===== src/rtl/fetch_unit.sv =====
// Instruction-fetch stage: owns the fetch PC, keeps at most one instruction-memory read
// outstanding, and hands {instruction, pc} to decode, resteering on jumps/branches.
module fetch_unit #(
   parameter logic [31:0] RESET_PC = 32'h8002_0000
) (
   input  logic        clock,
   input  logic        reset,
   input  logic        stall,
   input  logic        redirect_valid,
   input  logic [31:0] redirect_target,
   output logic        imem_req,
   output logic [31:0] imem_addr,
   input  logic        imem_rvalid,
   input  logic [31:0] imem_rdata,
   output logic [31:0] instruction,
   output logic [31:0] pc,
   output logic        instr_valid,
   output logic        addr_error,
   output logic [1:0]  dbg_state
);

   typedef enum logic [1:0] {
      ISSUE   = 2'd0,
      WAIT    = 2'd1,
      DISCARD = 2'd2
   } state_t;

   state_t      state;
   logic [31:0] fetch_pc;
   logic [31:0] req_pc;
   logic        slot_free;

   // Handshakes: memory accepts a read in any cycle imem_req is high and later returns
   // exactly one imem_rvalid for it; decode takes the output word at an edge where
   // instr_valid is high and stall is low.
   assign slot_free = !instr_valid || !stall;
   assign imem_req  = !reset && (state == ISSUE) && slot_free && !redirect_valid;
   assign imem_addr = fetch_pc;
   assign dbg_state = state;

   always_ff @(posedge clock or posedge reset) begin
      if (reset) begin
         state       <= ISSUE;
         fetch_pc    <= RESET_PC;
         req_pc      <= '0;
         instruction <= '0;
         pc          <= '0;
         instr_valid <= 1'b0;
         addr_error  <= 1'b0;
      end else begin
         addr_error <= 1'b0;
         if (instr_valid && !stall)
            instr_valid <= 1'b0;

         if (redirect_valid) begin
            // A redirect flushes everything younger; any in-flight read becomes stale.
            fetch_pc    <= redirect_target & ~32'h3;
            instr_valid <= 1'b0;
            addr_error  <= |redirect_target[1:0];
            case (state)
               ISSUE:   state <= ISSUE;
               WAIT:    state <= imem_rvalid ? ISSUE : DISCARD;
               DISCARD: state <= imem_rvalid ? ISSUE : DISCARD;
               default: state <= ISSUE;
            endcase
         end else begin
            case (state)
               ISSUE: begin
                  if (imem_req) begin
                     fetch_pc <= fetch_pc + 32'd4;
                     req_pc   <= fetch_pc;
                     state    <= WAIT;
                  end
               end
               WAIT: begin
                  if (imem_rvalid) begin
                     instruction <= imem_rdata;
                     pc          <= req_pc;
                     instr_valid <= 1'b1;
                     state       <= ISSUE;
                  end
               end
               DISCARD: begin
                  if (imem_rvalid)
                     state <= ISSUE;
               end
               default: state <= ISSUE;
            endcase
         end
      end
   end

endmodule


===== config.mk =====
export PLATFORM = sky130hd
export DESIGN_NAME = fetch_unit
export DESIGN_NICKNAME = d
export VERILOG_FILES = /design/src/rtl/fetch_unit.sv
export SDC_FILE = /design/constraint.sdc
export NUM_CORES = 1
export LEC_CHECK = 0
export CORE_MARGIN = 8
export CORE_UTILIZATION = 47
export CTS_CLUSTER_DIAMETER = 60
export CTS_CLUSTER_SIZE = 12
export DETAILED_ROUTE_END_ITERATION = 6
export PLACE_DENSITY = 0.85
export SYNTH_ARGS = -nofsm -noshare
export SYNTH_HDL_FRONTEND = slang
export SYNTH_SLANG_ARGS = --single-unit

===== constraint.sdc =====
create_clock -name clock -period 9.5 [get_ports clock]
set_input_delay 1.425 -clock clock [delete_from_list [all_inputs] [get_ports clock]]
set_output_delay 1.425 -clock clock [all_outputs]
set_load 0.05 [all_outputs]

# Word level (Yosys, flattened, before mapping)
# Cells that the tools add are included.
# totals
regBits	132
# classes
n_reduce_logical	18
bitwise_logic	1
addsub	1
eq_ne	4
n_mux	14
# ops
op	count
$mux W32	3
$add A32 B3 Y32 const B	1
$mux W2	5
$reduce_and A3 Y1	2
$mux W1	5
$logic_and A1 B1 Y1	4
$logic_not A1 Y1	4
$pmux W2 S2	1
$reduce_and A2 Y1	2
$reduce_bool A2 Y1	2
$reduce_or A2 Y1	2
$ne A3 B1 Y1 const B	1
$ne A3 B3 Y1 const B	1
$eq A2 B1 Y1 const B	1
$eq A2 B2 Y1 const B	1
$logic_not A2 Y1	1
$logic_or A1 B1 Y1	1
$not A1 Y1	1

# Logic depth before layout (Yosys ltp)
# Gate-level depths: netlist of the first run.
# depth
depth_word	7
mapped_depth	8
ltp_nobuf	7

# Worst setup path before layout of the first run
# Ideal clock, no wire load.
# synth_path
path_type	input to output
start	input reset
end	output imem_req
t_required_ns	8.075
arrival_time_ns	2.369
path_buffers	1
path_slack_ns	5.706
path_stages	4
cell_sequence	and2b_1 nand2_1 nor2_1 buf_2
# synth_via
elab_chain_cells	4
# synth_rtl
element	line	source
start, declared	7	input logic reset,
$logic_not A1 Y1 (no line)	--	
$logic_and A1 B1 Y1 (3 in a row)	37	assign imem_req = !reset && (state == ISSUE) && slot_free && !redirect_valid;
end, declared	11	output logic imem_req,
# Every way passes these cells.

# Final worst setup path of the first run
# Same ends and word-level chain as after synthesis.

==> reports/results.tsv, run 1 <==
metric	value	unit
status	finished, final reports clean	
synthTopCellsByArea	dfrtp_1, mux2_2, xnor2_1	
synth.avg_cell_area	12.8	um2
clockBufferDepth	2	
synth-edff-count	0	
cp-start-kind	primary input	
cts-resized-gates	0	
coreArea	11300	um2
die-area	15100	um2
clkTransAtPathRegs	0.05	ns
max_freq	178	MHz
synth_cell_types	40	
grt.total_usage	18.6	%
critPathArrivalTime	4.19	ns
synth_area	5380	um2
rsz0062_at_grt	no	
netlist.area_leader.share	57.7	%
required	8.08	ns
seq_area_frac_synth	58.6	%
drive_gt1_share	23.8	%
io_pins	170	
whs	0.502	ns
routed_wl	13500	um
p_leak	3.31	nW
cp-end-kind	output port	
clkLatencyLatePin	0.41	ns
port_buffers	165	
ir_drop	281	uV
grt_max_degree	70	
diodes	0	
tightest_slew	0.995	ns
clkSinkCount	126	
cts_tree	done	
drt-pass1-iter-count	4	
grt_overflow	0	
slew_headroom	33.5	%
area_growth	45.4	%
hp-class	reg -> reg	
maxCapViolCount	0	
post_cts_buffers	0	
fin_worst_skew	0.00804	ns
utilization	69.1	%
rows	39	
hpwlAfterDp	9590	um
drc	0	
setup_violations	0	
cp_max_fo	31	
grt_pass1_vias	4168	
drv_slew	0	
synthArstFlopShare	100	%
powerDensity	349	nW/um2
vias_per_cell	5.10	
drtAntennaViolNets	0	
num_vias	3798	
instances_no_fill	744	
synth_top_area_cell	dfrtp_1	
power	2.73	mW
ys.flop_type	dfrtp_1	
die_x	123	um
first_iter_violations	296	
synth.ff_latch_count	126	
antenna_found_initial	0	
cts.htree.levels	4	
wl_per_cell	18.2	um
layout.nets	660	
yosys_warnings	0	
synth.most_common_cell	dfrtp_1	
synthTopCellsByCount	dfrtp_1, mux2_2, nand2_1	
gp_congestion	0.782	
min_period	5.61	ns
grt_pass1_wl	21700	um
fin_setup_tns	0	ns
fin_crit_sh	59.1	%
clock-root-buffer	clkbuf_16	
start_util	47.5	%
cts_hold_buf	0	
die_height	123	um
dp.cells	712	
numCtsBuffers	17	
critPathKind	in -> out	
finalHoldViolations	0	
synthCells	421	
## power by group
| part | leakage, nW | internal (mW) | switching, mW |
|---|---|---|---|
| sequential | 1.56 | 0.739 | 0.120 |
| combinational | 1.43 | 0.437 | 0.704 |
| clock | 0.326 | 0.501 | 0.226 |
## layer usage
layer  routed length, um  vias up  GRT usage [%]  part of all wire [%]
met5                   0        -              0                     0
met4                 124        0           5.57                  0.92
met3                 918       13           6.53                   6.8
met2                7210       99           32.6                    53
met1                5260     1893           20.8                    39
li1                    -     1793              -                     -
## stage by stage
step / setup WS (ns) / cell area (um2)
after detailed placement: 3.91 / 7150
after CTS: 3.86 / 7820
after global placement: 3.99 / 7150
final: 3.89 / 7820
after floorplan: 4.72 / 5390
after global routing: 3.77 / 7820
## layout by cell type, fill, tap and decap left out, types with 8 or more instances in the layout
cell type        synthesis  layout
mux2_2                  92      92
nand2_1                 42      42
nor2_1                  10       9
dfrtp_1                124     124
clkbuf_16                0      17
clkdlybuf4s50_1          0     164
o21ai_0                 24      24
inv_1                    9       8
xnor2_1                 25      25
nand3_1                 11      11
nor3_1                  10      10
## path summary, 6_finish.rpt
path | endpoint | cells past startpoint | from | slack (ns)
worst max-delay path | imem_req | 5 | reset | 3.89
worst min-delay path | pc[31] | 1 | req_pc[31] | 0.50
worst max register to register | req_pc[8] | 6 | dbg_state[1] | 6.99
worst min register to register | pc[31] | 1 | req_pc[31] | 0.50
min in group asynchronous | instruction[14] | 2 | reset | 1.52
max in group asynchronous | dbg_state[0] | 3 | reset | 6.67
## worst max-delay path, cell delays in order
cell and delay (ns):
clkdlybuf4s50_1 0.45, and2b_1 0.32, nand2_1 0.20, nor2_4 0.79, clkdlybuf4s50_1 0.97
## cell families after synthesis
| kind of cell | Yosys count | synth area share (%) |
|---|---|---|
| DFF | 126 | 58.6 |
| and+or+nand+nor | 103 | 10.5 |
| muxes | 93 | 19.4 |
| AOI/OAI and AO/OA | 35 | 3.53 |
| buffers and inverters | 33 | 2.72 |
| xor gates and xnor gates | 27 | 4.39 |
| adders and majority gates | 3 | 0.698 |
| other | 1 | 0.0697 |
## sequential cells by signal (all words and copies together), names as in the netlist
signal,count
pc,30
instr_valid,1
req_pc,30
dbg_state,2
imem_addr,30
instruction,32
addr_error,1
## layout make-up
cell class / instances / area [um2]
clock buffers: 23 / 498
clock inverters: 9 / 179
fillers: 863 / 3500
inverters: 9 / 36.3
multi-input cells: 265 / 2100
flip-flops and latches: 126 / 3160
well taps: 143 / 179
repair buffers: 169 / 1680
Note: power is estimated with default switching activity, not from simulation.
==> run 2, diff against run 1 <==
--- a/config.mk
+++ b/config.mk
@@ -6,11 +6,11 @@
 export NUM_CORES = 1
 export LEC_CHECK = 0
 export CORE_MARGIN = 8
-export CORE_UTILIZATION = 47
+export CORE_UTILIZATION = 42
 export CTS_CLUSTER_DIAMETER = 60
 export CTS_CLUSTER_SIZE = 12
 export DETAILED_ROUTE_END_ITERATION = 6
-export PLACE_DENSITY = 0.85
+export PLACE_DENSITY = 0.8
 export SYNTH_ARGS = -nofsm -noshare
 export SYNTH_HDL_FRONTEND = slang
 export SYNTH_SLANG_ARGS = --single-unit
==> constraint.sdc (replaced) <==
create_clock -name clock -period 4.86 [get_ports clock]
set_input_delay 0.729 -clock clock [delete_from_list [all_inputs] [get_ports clock]]
set_output_delay 0.729 -clock clock [all_outputs]
set_load 0.05 [all_outputs]
==> run 2 against run 1 <==
Effect of this change: critical path depth unchanged; via count is 2.2% higher; clock skew shrank 0.0030 ns; clock power increased by 71%; utilization down 7.2 points; sequential cell count unchanged; total power increased by 89%; non-clock buffer count increased by 1; worst setup slack got worse by 2.5 ns; final cell count rose by 3.9%; register-to-register slack lost 4.5 ns; largest cell class unchanged; highest routed layer unchanged.
==> reports/results.tsv, run 2 (same netlist as run 1, synthesis figures left out) <==
metric	value	unit	change
finalHoldViolations	0		unchanged
routed_wl	14100	um	+4.2%
area_growth	44.5	%	
grt_overflow	0		unchanged
critPathArrivalTime	2.71	ns	-1.48 ns
grt_pass1_wl	22400	um	+3.2%
slew_headroom	22.6	%	-11 points
reg2reg_slack	2.45	ns	-4.54 ns
die-area	16700	um2	+10%
min_period	3.44	ns	
hp-start	req_pc[22]		
powerDensity	662	nW/um2	+90%
min_path_cells	1		unchanged
cts.htree.levels	4		unchanged
drive_gt1_share	23.1	%	-0.67 points
setup_violations	0		unchanged
io_pins	170		unchanged
min_to	pc[22]		
rsz0062_at_grt	no		
tightest_slew	1.16	ns	+0.163 ns
antenna_found_initial	0		unchanged
rows	41		+5.1%
wl_per_cell	18.2	um	+0.27%
diodes	0		unchanged
critPathKind	in -> out		
ir_drop	368	uV	+31%
numCtsBuffers	17		unchanged
required	4.13	ns	-3.95 ns
whs	0.497	ns	-0.00437 ns
fin_setup_tns	0	ns	unchanged
grt.total_usage	17.5	%	-1.1 points
gp_congestion	0.757		-3.2%
layout.nets	661		+0.15%
vias_per_cell	5.02		-1.6%
fin_worst_skew	0.00504	ns	-0.00300 ns
post_cts_buffers	0		unchanged
status	finished, final reports clean		
largest_register_ffs	32		unchanged
p_leak	3.28	nW	-0.87%
grt_max_degree	52		-26%
cp-end-kind	output port		
clkSinkCount	126		unchanged
final_common_cell	clkdlybuf4s50_1		
port_buffers	165		unchanged
drc	0		unchanged
cts_hold_buf	0		unchanged
drtAntennaViolNets	0		unchanged
drt-pass1-iter-count	4		unchanged
coreArea	12600	um2	+11%
num_vias	3881		+2.2%
worstReg2RegStart	dbg_state[1]		
cts-resized-gates	0		unchanged
cp_max_fo	5		-84%
start_util	42.8	%	-4.7 points
maxCapViolCount	0		unchanged
cp-start-kind	primary input		
hpwlAfterDp	10100	um	+5.1%
final_cell_mix	clkdlybuf4s50_1, dfrtp_1, mux2_2		
rr_worst_depth	7		+1
clock-root-buffer	clkbuf_16		
grt_pass1_vias	4255		+2.1%
max_freq	291	MHz	
r2r-end	imem_addr[20]		
die_x	129	um	+5.0%
clockBufferDepth	2		unchanged
first_iter_violations	254		-14%
utilization	61.9	%	-7.2 points
clkTransAtPathRegs	0.05	ns	about the same
fin_crit_sh	70.7	%	
cts_tree	done		
clkLatencyLatePin	0.41	ns	about the same
hp-class	reg -> reg		
regMostFlops	instruction		
die_height	129	um	+5.0%
drv_slew	0		unchanged
[run 2: cell types whose count changed in the layout (fill, tap and decap cells not counted)]
cell        delta
clkbuf_8       -4
buf_12         +1
clkbuf_1       +4
clkinvlp_4     -2
bufinv_16      -2
clkinv_4       -1
clkinv_2       +4
[run 2: layout make-up]
cell class	instances	area, um2
Tap cell	172	215
Sequential cell	126	3160
Fill cell	998	4790
Multi-Input combinational cell	265	2100
Inverter	9	36.3
Clock inverter	8	115
Timing Repair Buffer	170	1700
Clock buffer	23	458
[run 2: critical path: stages]
cell             delay, ns
clkdlybuf4s50_1       0.47
and2b_1               0.32
nand2_1               0.21
nor2_4                0.15
clkdlybuf4s50_1       0.83
[run 2: how the worst max path moves through the flow]
stage | start | end | slack (ns)
after floorplan | reset | addr_error | 0.78
after global placement | reset | imem_req | 1.48
after detailed placement | reset | imem_req | 1.43
after CTS | reset | imem_req | 1.43
after global routing | reset | imem_req | 1.36
final | reset | imem_req | 1.42
[run 2: per-layer routing]
metal | vias up | part of all wire, % | track usage [%]
met5 | - | 0 | 0
met4 | 0 | 1.6 | 6.84
met3 | 19 | 7.0 | 6.37
met2 | 112 | 53 | 30.5
met1 | 1956 | 38 | 18.9
li1 | 1794 | - | -
[run 2: power by group]
group | leakage [nW] | internal [mW] | switching, mW
Clock | 0.285 | 0.811 | 0.424
Combinational | 1.44 | 0.858 | 1.38
Sequential | 1.56 | 1.44 | 0.229
[run 2: metrics by stage]
stage               area (um2)  worst slack [ns]  power (mW)  instances
floorplan                 5390             0.778        3.14        424
global placement          7200              1.48        3.88        742
detailed placement        7200              1.43        3.95        742
CTS                       7770              1.43        5.21        773
global route              7770              1.36        5.37        773
finish                    7770              1.42        5.15        773
==> run 3, diff against run 2 <==
==> constraint.sdc (replaced) <==
create_clock -name clock -period 2.81 [get_ports clock]
set_input_delay 0.4215 -clock clock [delete_from_list [all_inputs] [get_ports clock]]
set_output_delay 0.4215 -clock clock [all_outputs]
set_load 0.05 [all_outputs]
==> run 3 against run 2 <==
Effect of this change: total power up 74%; sequential share of layout area down 0.43 points; wire length down 0.99%; global-route usage down 0.22 points; register-to-register slack worse by 1.8 ns; sequential power up 73%; count of clock-buffer cells in the layout down 1; critical endpoint unchanged; largest cell class unchanged; largest power group unchanged.
==> reports/results.tsv, run 3 (same netlist as run 1, synthesis figures left out) <==
metric	value	unit	change
switchingPower	3.56	mW	+75%
critPathArrivalTime	2.11	ns	-0.60 ns
grt_overflow	0		unchanged
fin_crit_sh	89.9	%	
coreArea	12600	um2	unchanged
drv_slew	0		unchanged
cts_hold_buf	0		unchanged
regMostFlops	instruction		
power	8.95	mW	+74%
instances_no_fill	779		+0.78%
maxCapViolCount	0		unchanged
rows	41		unchanged
rsz0062_at_grt	no		
drc	0		unchanged
status	finished, final reports clean		
p_leak	3.31	nW	+0.95%
setup_slack	0.283	ns	-1.14 ns
cp-end-kind	output port		
max_freq	396	MHz	
setup_violations	0		unchanged
clkSinkCount	126		unchanged
cp_max_fo	14		+9
vias_per_cell	4.94		-1.6%
largest_register_ffs	32		unchanged
hp-class	in -> reg		
clkLatencyLatePin	0.41	ns	about the same
drt-pass1-iter-count	4		unchanged
cts-resized-gates	0		unchanged
hpwlAfterDp	10000	um	-0.48%
gp_congestion	0.754		-0.44%
finalHoldViolations	0		unchanged
clockBufferDepth	2		unchanged
ir_drop	858	uV	+130%
switching_share	39.7	%	+0.20 points
clkPwrFrac	24.2	%	+0.2 points
tightest_slew	0.643	ns	-0.515 ns
slew_headroom	57.1	%	+35 points
final_common_cell	clkdlybuf4s50_1		
utilization	62.5	%	+0.67 points
fin_worst_skew	0.00563	ns	+0.000588 ns
diodes	0		unchanged
pwr-share-comb	43.4	%	about the same
grt_pass1_wl	22100	um	-1.1%
grt_pass1_vias	4251		-0.094%
required	2.39	ns	-1.74 ns
dp.cells	747		+0.67%
critPathKind	reg -> out		
wl_per_cell	17.9	um	-1.7%
routed_wl	13900	um	-0.99%
clkTransAtPathRegs	0.05	ns	about the same
numCtsBuffers	17		unchanged
whs	0.391	ns	-0.106 ns
io_pins	170		unchanged
port_buffers	165		unchanged
dp_slack	0.444	ns	-0.987 ns
cts_tree	done		
pwr-share-seq	32.3	%	-0.2 points
clock-root-buffer	clkbuf_16		
min_period	2.53	ns	
grt_max_degree	75		+44%
die_height	129	um	unchanged
final_cell_mix	clkdlybuf4s50_1, dfrtp_1, mux2_2		
first_iter_violations	183		-28%
start_util	42.8	%	unchanged
num_vias	3849		-0.82%
cts.htree.levels	4		unchanged
fin_setup_tns	0	ns	unchanged
fin_area	7860	um2	+1.1%
layout.nets	666		+0.76%
grt.total_usage	17.2	%	-0.22 points
area_growth	46.0	%	
die_x	129	um	unchanged
die-area	16700	um2	unchanged
drtAntennaViolNets	0		unchanged
drive_gt1_share	24.7	%	+1.6 points
postPlaceCellArea	7260	um2	+0.85%
cp-start-kind	flop		
p_int	5.39	mW	+73%
powerDensity	1140	nW/um2	+72%
post_cts_buffers	0		unchanged
antenna_found_initial	0		unchanged
-- run 3: cell count changes in the layout (fill, tap and decap cells not counted) --
cell	delta
clkinv_2	-1
buf_4	+4
clkdlybuf4s50_1	-1
clkinvlp_4	+4
clkbuf_8	+3
bufinv_16	-1
inv_4	-1
buf_12	+2
clkbuf_1	-4
clkinv_4	+1
-- run 3: layout make-up --
class                   count  area [um2]
fillers                  1007        4710
flip-flops and latches    126        3160
multi-input cells         265        2100
repair buffers            175        1760
clock buffers              22         484
well taps                 172         215
clock inverters            10         111
inverters                   9        37.5
-- run 3: layer usage --
metal  GRT usage [%]  share of wire (%)
met5               0                  0
met1            18.3                 39
met2            30.8                 53
met4            5.60                1.5
met3            6.57                7.1
-- run 3: worst max-delay path, cell delays in order, from the launching register on --
cell	delay (ns)
dfrtp_1	0.41
inv_1	0.10
ha_1	0.18
and2b_1	0.25
nand2_1	0.20
nor2_4	0.13
buf_4	0.25
buf_12	0.17
-- run 3: final timing paths --
| path | start | endpoint | slack (ns) | cells past startpoint |
|---|---|---|---|---|
| min in group asynchronous | reset | dbg_state[0] | 0.51 | 3 |
| max in group asynchronous | reset | pc[12] | 1.75 | 3 |
| min | redirect_valid | imem_addr[17] | 0.39 | 3 |
| max | dbg_state[1] | imem_req | 0.28 | 7 |
| min reg2reg | instruction[9] | instruction[9] | 0.50 | 1 |
| max reg2reg | imem_addr[2] | imem_addr[21] | 0.67 | 5 |
-- run 3: power by group through the flow --
stage	Combinational (mW)	Sequential, mW	Clock, mW
2_1_floorplan	0.949	4.49	0
3_3_place_gp	3.85	2.88	0
3_5_place_dp	3.92	2.93	0
4_1_cts	3.94	2.90	2.21
5_1_grt	4.06	2.99	2.29
6_report	3.88	2.89	2.17
